**src/rtl/fractal_iter_seq_if.sv**
```systemverilog
// Job/result bundle for the sequential escape-time engine.
//   start_valid/start_ready : job handshake; x, y, c, thres, mode sampled on accept
//   res_valid/res_ready     : result handshake; iter_cnt, escaped held while res_valid
//   busy                    : engine is iterating
// master = job producer / result consumer, slave = the engine.
interface fractal_iter_seq_if #(
  parameter int WS      = 16,
  parameter int ITER_WS = 7
);
  logic                 start_valid;
  logic                 start_ready;
  logic [WS-1:0]        x;
  logic [WS-1:0]        y;
  logic [2*WS-1:0]      c;
  logic [WS-1:0]        thres;
  logic                 mode;
  logic                 res_valid;
  logic                 res_ready;
  logic [ITER_WS-1:0]   iter_cnt;
  logic                 escaped;
  logic                 busy;

  modport master (
    output start_valid, x, y, c, thres, mode, res_ready,
    input  start_ready, res_valid, iter_cnt, escaped, busy
  );

  modport slave (
    input  start_valid, x, y, c, thres, mode, res_ready,
    output start_ready, res_valid, iter_cnt, escaped, busy
  );
endinterface

```
**src/rtl/fractal_iter_seq.sv**
```systemverilog
// Sequential escape-time engine: one z <= z^2 + c step per clock, Julia or Mandelbrot.
//   clk  : rising-edge clock
//   rst  : synchronous active-high reset; aborts any running job
//   bus  : slave side of fractal_iter_seq_if (job in, result out, busy)
// Fixed point: WS-bit signed words with DP fraction bits; products wrap.
module fractal_iter_seq #(
  parameter int WS       = 16,
  parameter int DP       = 8,
  parameter int MAX_ITER = 64,
  parameter int ITER_WS  = 7,
  parameter int X_OFF    = 640,
  parameter int Y_OFF    = 360
) (
  input logic               clk,
  input logic               rst,
  fractal_iter_seq_if.slave bus
);

  localparam logic [1:0] ST_IDLE = 2'd0;
  localparam logic [1:0] ST_ITER = 2'd1;
  localparam logic [1:0] ST_DONE = 2'd2;

  logic [1:0]           state_q, state_d;
  logic signed [WS-1:0] zr_q, zr_d, zi_q, zi_d;
  logic signed [WS-1:0] cr_q, cr_d, ci_q, ci_d;
  logic [WS-1:0]        thres_q, thres_d;
  logic [ITER_WS-1:0]   k_q, k_d, iter_q, iter_d;
  logic                 esc_q, esc_d;

  logic signed [2*WS-1:0] rr_full, ii_full, ri_full;
  logic signed [WS-1:0]   rr, ii, ri, pr, pi;
  logic [WS:0]            mag;
  logic                   escape_now, last_iter, accept;
  logic                   unused_bits;

  // Full-width signed products; the fixed-point result is the WS-bit window above DP.
  assign rr_full = zr_q * zr_q;
  assign ii_full = zi_q * zi_q;
  assign ri_full = zr_q * zi_q;
  assign rr = rr_full[DP +: WS];
  assign ii = ii_full[DP +: WS];
  assign ri = ri_full[DP +: WS];
  assign unused_bits = ^{rr_full[2*WS-1:DP+WS], rr_full[DP-1:0],
                         ii_full[2*WS-1:DP+WS], ii_full[DP-1:0],
                         ri_full[2*WS-1:DP+WS], ri_full[DP-1:0]};

  // Pixel to complex point, wrapping modulo 2^WS.
  assign pr = bus.x - WS'(X_OFF);
  assign pi = bus.y - WS'(Y_OFF);

  // Squares read as unsigned and summed one bit wider so the sum cannot overflow.
  assign mag        = {1'b0, rr} + {1'b0, ii};
  assign escape_now = mag > {1'b0, thres_q};
  assign last_iter  = k_q == ITER_WS'(MAX_ITER - 1);

  assign bus.start_ready = !rst && (state_q == ST_IDLE ||
                                    (state_q == ST_DONE && bus.res_ready));
  assign accept          = bus.start_valid && bus.start_ready;
  assign bus.res_valid   = state_q == ST_DONE;
  assign bus.busy        = state_q == ST_ITER;
  assign bus.iter_cnt    = iter_q;
  assign bus.escaped     = esc_q;

  always_comb begin
    state_d = state_q;
    zr_d    = zr_q;
    zi_d    = zi_q;
    cr_d    = cr_q;
    ci_d    = ci_q;
    thres_d = thres_q;
    k_d     = k_q;
    iter_d  = iter_q;
    esc_d   = esc_q;

    case (state_q)
      ST_IDLE: ;
      ST_ITER: begin
        if (escape_now) begin
          iter_d  = k_q;
          esc_d   = 1'b1;
          state_d = ST_DONE;
        end else if (last_iter) begin
          iter_d  = ITER_WS'(MAX_ITER);
          esc_d   = 1'b0;
          state_d = ST_DONE;
        end else begin
          zr_d = rr - ii + cr_q;
          zi_d = ri + ri + ci_q;
          k_d  = k_q + ITER_WS'(1);
        end
      end
      ST_DONE: if (bus.res_ready) state_d = ST_IDLE;
      default: state_d = ST_IDLE;
    endcase

    // A new job overrides the DONE->IDLE move, giving zero-bubble back-to-back jobs.
    // mode only steers what gets loaded here, so it needs no register of its own.
    if (accept) begin
      state_d = ST_ITER;
      k_d     = '0;
      thres_d = bus.thres;
      if (bus.mode) begin
        zr_d = '0;
        zi_d = '0;
        cr_d = pr;
        ci_d = pi;
      end else begin
        zr_d = pr;
        zi_d = pi;
        cr_d = bus.c[WS-1:0];
        ci_d = bus.c[2*WS-1:WS];
      end
    end
  end

  always_ff @(posedge clk) begin
    if (rst) begin
      state_q <= ST_IDLE;
      zr_q    <= '0;
      zi_q    <= '0;
      cr_q    <= '0;
      ci_q    <= '0;
      thres_q <= '0;
      k_q     <= '0;
      iter_q  <= '0;
      esc_q   <= 1'b0;
    end else begin
      state_q <= state_d;
      zr_q    <= zr_d;
      zi_q    <= zi_d;
      cr_q    <= cr_d;
      ci_q    <= ci_d;
      thres_q <= thres_d;
      k_q     <= k_d;
      iter_q  <= iter_d;
      esc_q   <= esc_d;
    end
  end

endmodule

```
**src/flat_wrapper.sv**
```systemverilog
// flat-port wrapper written by rule: the top's interface ports become plain ports
module fractal_iter_seq_flat 
#(
  parameter int WS       = 16,
  parameter int DP       = 8,
  parameter int MAX_ITER = 64,
  parameter int ITER_WS  = 7,
  parameter int X_OFF    = 640,
  parameter int Y_OFF    = 360
)
  (clk, rst, bus_start_valid, bus_x, bus_y, bus_c, bus_thres, bus_mode, bus_res_ready, bus_start_ready, bus_res_valid, bus_iter_cnt, bus_escaped, bus_busy);
  fractal_iter_seq_if #(.WS(WS), .ITER_WS(ITER_WS)) bus_i ();
  input logic clk;
  input logic rst;
  input wire logic [$bits(bus_i.start_valid)-1:0] bus_start_valid;
  input wire logic [$bits(bus_i.x)-1:0] bus_x;
  input wire logic [$bits(bus_i.y)-1:0] bus_y;
  input wire logic [$bits(bus_i.c)-1:0] bus_c;
  input wire logic [$bits(bus_i.thres)-1:0] bus_thres;
  input wire logic [$bits(bus_i.mode)-1:0] bus_mode;
  input wire logic [$bits(bus_i.res_ready)-1:0] bus_res_ready;
  output wire logic [$bits(bus_i.start_ready)-1:0] bus_start_ready;
  output wire logic [$bits(bus_i.res_valid)-1:0] bus_res_valid;
  output wire logic [$bits(bus_i.iter_cnt)-1:0] bus_iter_cnt;
  output wire logic [$bits(bus_i.escaped)-1:0] bus_escaped;
  output wire logic [$bits(bus_i.busy)-1:0] bus_busy;
  assign bus_i.start_valid = bus_start_valid;
  assign bus_i.x = bus_x;
  assign bus_i.y = bus_y;
  assign bus_i.c = bus_c;
  assign bus_i.thres = bus_thres;
  assign bus_i.mode = bus_mode;
  assign bus_i.res_ready = bus_res_ready;
  assign bus_start_ready = bus_i.start_ready;
  assign bus_res_valid = bus_i.res_valid;
  assign bus_iter_cnt = bus_i.iter_cnt;
  assign bus_escaped = bus_i.escaped;
  assign bus_busy = bus_i.busy;
  fractal_iter_seq #(.WS(WS), .DP(DP), .MAX_ITER(MAX_ITER), .ITER_WS(ITER_WS), .X_OFF(X_OFF), .Y_OFF(Y_OFF)) u_core (.clk(clk), .rst(rst), .bus(bus_i));
endmodule
```
**config.mk**
```make
export PLATFORM = sky130hd
export DESIGN_NAME = fractal_iter_seq_flat
export DESIGN_NICKNAME = d
export VERILOG_FILES = /design/src/rtl/fractal_iter_seq_if.sv /design/src/rtl/fractal_iter_seq.sv /design/src/flat_wrapper.sv
export SDC_FILE = /design/constraint.sdc
export NUM_CORES = 2
export LEC_CHECK = 0
export BUFFER_PORTS_ARGS = -buffer_cell sky130_fd_sc_hd__buf_2
export CAP_MARGIN = 20
export CORE_MARGIN = 1.5
export CORE_UTILIZATION = 50
export DETAILED_ROUTE_END_ITERATION = 8
export MAX_ROUTING_LAYER = met4
export PLACE_DENSITY = 0.63
export SYNTH_ARGS = -nofsm -noshare
export SYNTH_HDL_FRONTEND = slang
export SYNTH_SLANG_ARGS = --single-unit
```
**constraint.sdc**
```tcl
create_clock -name clk -period 10.5 [get_ports clk]
set_clock_uncertainty 0.2 [all_clocks]
set_input_delay 2.1 -clock clk [delete_from_list [all_inputs] [get_ports clk]]
set_output_delay 2.1 -clock clk [all_outputs]
set_load 0.01 [all_outputs]
```
# Word-level counts from Yosys, hierarchy flattened
# Index checks and enable logic that the tools add are counted.
totals:
  output_inout_bits: 11
  register_bits: 97
  word_cells: 70
op_classes:
  n_mul: 3
  order_cmp: 1
  n_mux: 21
  reduce_logical: 14
  n_addsub: 8
  eq_ne: 10
  bitwise_logic: 3
op_table:
  columns: ["operator", "count"]
  rows:
  - ["2-to-1 mux 16 bit", 12]
  - ["multiplier 16 x 16 -> 24 bit", 3]
  - ["adder 16 bit", 3]
  - ["adder 16 x 16 -> 17 bit", 1]
  - ["> comparator 17 x 16 -> 1 bit", 1]
  - ["subtractor 16 x 10 -> 16 bit (second input constant)", 1]
  - ["subtractor 16 bit", 1]
  - ["subtractor 16 x 9 -> 16 bit (second input constant)", 1]
  - ["2-to-1 mux 7 bit", 2]
  - ["AND reduction 3 bit", 4]
  - ["adder 7 x 1 -> 7 bit (second input constant)", 1]
  - ["equality test 7 x 6 -> 1 bit (second input constant)", 1]
  - ["2-to-1 mux 2 bit", 3]
  - ["!= test 2 bit (second input constant)", 3]
  - ["case mux 2 bit (3 select lines)", 1]
  - ["!= test 4 x 1 -> 1 bit (second input constant)", 1]
  - ["nonzero test 2 bit", 2]
  - ["logical AND 1 bit", 3]
  - ["2-to-1 mux 1 bit", 3]
  - ["!= test 3 x 1 -> 1 bit (second input constant)", 1]
  - ["!= test 3 x 2 -> 1 bit (second input constant)", 1]
  - ["NOT 1 bit", 3]
  - ["equality test 2 x 1 -> 1 bit (second input constant)", 1]
  - ["equality test 2 bit (second input constant)", 1]
  - ["other kinds (6)", 6]

# Longest topological paths before layout
logic_depth:
  depth_word: 7
  ltp_mapped: 45
  ltp_nobuf: 41

# Worst setup path after synthesis
# OpenSTA, ideal clock, no wires.
synth_path:
  path_kind: "register to register"
  start: "register u_core.zr_q[8]"
  end: "register u_core.k_q[4]"
  path_stages_with_launch: 37
  t_required_ns: 10.229
  arrival_time_ns: 9.285
  path_slack_ns: 0.944
  n_path_buf: 3
  path_cell_list: "dfxtp_1 clkbuf_1 clkbuf_1 nand2_1 fa_1 fa_1 fa_1 fa_1 inv_1 fa_1 inv_1 fa_1 inv_1 ha_1 or3_1 o311a_1 a221o_1 and2_1 or3_1 a21oi_1 xnor2_1 ha_1 inv_1 a211oi_1 a221oi_1 o31ai_1 xor2_1 ha_1 a2111oi_0 o211ai_1 a21oi_1 a211oi_1 or3_1 a21o_1 buf_4 or4_1 a21oi_1"
synth_between:
  elab_chain_cells: 5
synth_lines:
  columns: ["element", "line", "text"]
  rows:
  - ["start, declared", "fractal_iter_seq.sv:24", "logic signed [WS-1:0] zr_q, zr_d, zi_q, zi_d;"]
  - ["start signal, assigned", "fractal_iter_seq.sv:129", "zr_q <= zr_d;"]
  - ["multiplier 16 x 16 -> 24 bit", "fractal_iter_seq.sv:37", "assign rr_full = zr_q * zr_q;"]
  - ["adder 16 x 16 -> 17 bit", "fractal_iter_seq.sv:52", "assign mag = {1'b0, rr} + {1'b0, ii};"]
  - ["> comparator 17 x 16 -> 1 bit", "fractal_iter_seq.sv:53", "assign escape_now = mag > {1'b0, thres_q};"]
  - ["NOT 1 bit (no line)", null, null]
  - ["AND reduction 3 bit (no line)", null, null]
  - ["end signal, assigned", "fractal_iter_seq.sv:134", "k_q <= k_d;"]
  - ["end, declared", "fractal_iter_seq.sv:27", "logic [ITER_WS-1:0] k_q, k_d, iter_q, iter_d;"]
# Every way passes these cells.
# A chain may end at the register's enable or synchronous reset.

# Final worst setup path
layout_path:
  start: "register u_core.zi_q[12]"
  end: "register u_core.zr_q[3]"
layout_between:
  elab_chain_cells: 5
layout_lines:
  columns: ["element", "line", "text"]
  rows:
  - ["start, declared", "fractal_iter_seq.sv:24", null]
  - ["start signal, assigned", "fractal_iter_seq.sv:130", "zi_q <= zi_d;"]
  - ["multiplier 16 x 16 -> 24 bit", "fractal_iter_seq.sv:38", "assign ii_full = zi_q * zi_q;"]
  - ["adder 16 x 16 -> 17 bit", "fractal_iter_seq.sv:52", null]
  - ["> comparator 17 x 16 -> 1 bit", "fractal_iter_seq.sv:53", null]
  - ["!= test 2 bit (no line)", null, null]
  - ["AND reduction 3 bit (no line)", null, null]
# Every way passes these cells.

==> results.py <==
metrics = {
    "critical_path": {
        "crit_top_cell": "fa_1",
        "critPathMaxFanout": 20,
        "ff2ff_setup_slack_ns": 0.49,
        "critPathCaptureType": "flip-flop",
        "required_ns": 10.52,
        "reg2regPathDepth": 37,
        "slowest_delay_ns": 0.58,
        "r2r_start": "u_core.zi_q[12]",
        "cpMaxStageDelayCell": "or4_1",
        "start_kind": "flip-flop",
        "r2r-end": "u_core.zr_q[3]",
        "worstSetupPathType": "flip-flop to flip-flop",
        "crit_arrival_ns": 10.03,
    },
    "die": {
        "initial_core_util_pct": 50.6,
        "die-area_um2": 55700,
        "rows": 85,
        "core_um2": 53700,
        "fp.dieH_um": 236,
        "die_width_um": 236,
        "num_io_pins": 96,
    },
    "cts": {
        "clock-root-buffer": "clkbuf_16",
        "numCtsBuffers": 9,
        "clkLatencyLatePin_ns": 0.38,
        "cts_tree": "yes",
        "cts_buffer_depth": 2,
        "htreeDepth": 3,
        "clk_pin_slew_ns": 0.09,
        "clkSinkCount": 97,
        "hold_buffers": 0,
    },
    "yosys": {
        "ys_types": 70,
        "synth-compound-area-share_pct": 8.35,
        "synth_edf_count": 0,
        "post_synth_mux_area_share_pct": 0.995,
        "synth_ff_type": "dfxtp_1",
        "ys_seq_area_share_pct": 7.15,
        "synthAdderAreaFrac_pct": 51.7,
        "synthCells": 3164,
        "synthArstFlopShare_pct": 0,
        "synthXorXnorAreaFrac_pct": 5.49,
        "synth_top_cell_by_area": "fa_1",
        "synth_fp_nets": 4065,
        "synth_top_family_by_area": "adder cells",
        "yosysWarnings": 0,
        "syn_area_per_cell_um2": 8.58,
        "synth-simple-area-share_pct": 13.7,
        "syn-cell-area_um2": 27200,
        "synth_seq_cells": 97,
        "synthTopCellsByArea": "fa_1, ha_1, inv_1",
        "synth_top_area_share_pct": 37.5,
    },
    "routing": {
        "remaining_drc_errors": 0,
        "drt-total-wl_um": 75400,
        "viasPerCell": 5.36,
        "first_pass_iters": 8,
        "drt-initial-drc-count": 1170,
        "wire_per_inst_um": 19.2,
        "ant_nets": 0,
        "vias": 21100,
    },
    "sta": {
        "period_needed_ns": 10.01,
        "worst_slew_pin_slew_ns": 0.973,
        "finalSetupViolCount": 0,
        "relSlewSlack_pct": 34.9,
        "clock.fmax_mhz": 99.9,
        "hold_viol_final": 0,
        "fin_crit_sh_pct": 95.3,
        "rsz0062_at_grt": "no",
        "drv_slew": 0,
    },
    "layout": {
        "diodes": 0,
        "area_delta_synth_final_pct": 7.18,
        "final_util_pct": 54.2,
        "layoutNonFillerInstCount": 3929,
        "nets": 4129,
        "drive_gt1_share_pct": 8.41,
    },
    "placed_design": {
        "port-buffer-count": 95,
        "hpwl_um": 63500,
        "place_congestion": 0.952,
        "dp_cells": 3912,
    },
    "grt": {
        "grtUsageTotal_pct": 29.2,
        "grt_pass1_vias": 22400,
        "grt_pass1_wl_um": 123000,
        "antenna_found_initial": 0,
        "grt_max_degree": 72,
        "grt.overflow.total": 0,
    },
    "hold_path": {
        "min_path_type": "flip-flop to flip-flop",
        "hold_end": "u_core.bus.iter_cnt[6]",
        "hp-start": "u_core.bus.iter_cnt[6]",
        "whs_path_depth": 2,
    },
    "run": {
        "cap_viol_max_count": 0,
    },
    "status": {
        "status": "completed",
    },
}
## worst max-delay path, delay by kind of cell (launching register included)
kind,cells,cell delay [ns]
buf+inv,4,0.19
flops,1,0.52
compound gates,11,2.15
simple gates,10,2.61
xor+xnor,3,0.59
fa+ha+maj,9,3.55
## synth_stat cells, drive strengths merged (46+ instances only)
cell,n
clkbuf,116
nand2,322
nor3,47
and2,125
a21oi,86
ha,307
inv,774
fa,509
a211oi,50
dfxtp,97
xor2,46
nor2,176
xnor2,122
o21ai,57
## stage by stage
stage / worst slack [ns] / area [um^2] / TNS [ns] / hold WS (ns)
after global placement: 0.278 / 28700 / 0 / 0.235
after CTS: 0.00184 / 29000 / 0 / 0.264
after floorplan: 0.944 / 27200 / 0 / 0.223
final: 0.495 / 29100 / 0 / 0.256
after detailed placement: -0.0909 / 28700 / -0.590 / 0.248
after global routing: 0.102 / 29100 / 0 / 0.297
## layout by cell type, fill, tap and decap left out, drive strengths merged, types with 7 or more instances in the layout
master	Yosys	routed
a211oi	50	50
xor2	46	46
clkbuf	116	9
dfxtp	97	97
nor4	7	7
o21ai	57	57
ha	307	307
o21bai	8	8
o31ai	24	24
mux2i	27	27
buf	17	186
and3	9	9
nand2	322	322
nand3	41	41
o21a	15	15
nand2b	24	24
a31o	19	19
o211ai	7	7
inv	774	779
fa	509	509
a21o	16	16
a31oi	16	16
nor2b	21	21
or2	10	10
a21oi	86	86
nor3	47	47
xnor2	122	122
nand4	8	8
and2	125	125
or3	8	8
nor2	176	176
## flip-flops by register name, summed over array words and instances (netlist names)
register and flops:
u_core.zr_q 16, u_core.state_q 2, u_core.cr_q 16, u_core.k_q 7, u_core.zi_q 16, u_core.ci_q 16, u_core.thres_q 16, u_core.bus.iter_cnt 7
u_core.bus.escaped 1
## logic make-up (layout without fill, tap and decap cells)
kind of cell,after synthesis,count (layout)
buf+inv,909,978
fa+ha+maj,816,816
simple gates,809,809
compound gates,338,338
flops,97,97
xor+xnor,168,168
mux,27,27
## metal layers
layer	global-route usage [%]	vias up	part of all wire, %
met5	-	-	0
met1	41.2	10600	46
li1	-	9747	-
met3	3.32	71	6.5
met4	6.08	0	2.0
met2	45.4	630	46
## worst max path at each step
stage	startpoint	to	slack, ns	cells past startpoint
floorplan	u_core.zr_q[8]	u_core.k_q[4]	0.94	36
global placement	u_core.zi_q[6]	u_core.zi_q[7]	0.28	38
detailed placement	u_core.zi_q[4]	u_core.zi_q[7]	-0.09	39
CTS	u_core.zi_q[4]	u_core.zi_q[7]	0.002	39
global route	u_core.zr_q[10]	u_core.zi_q[7]	0.10	36
finish	u_core.zi_q[12]	u_core.zr_q[3]	0.49	37
## cell type report
type | instances | area (um^2)
Multi-Input combinational cell | 2158 | 21900
Sequential cell | 97 | 1970
Inverter | 776 | 2910
Clock buffer | 9 | 225
Timing Repair Buffer | 186 | 1200
Tap cell | 696 | 871
Fill cell | 5023 | 24600
Clock inverter | 7 | 78.8
## timing repair
action / 4_1_cts / 5_1_grt
pin swaps: 0 / 3
gates resized for setup: 2 / 39
buffers inserted: 0 / 1
endpoints found under the setup margin: 19 / 48
Power is left out: the tool's default activity adds up to more than one toggle a clock period on the data nets, which glitch-free logic cannot reach.
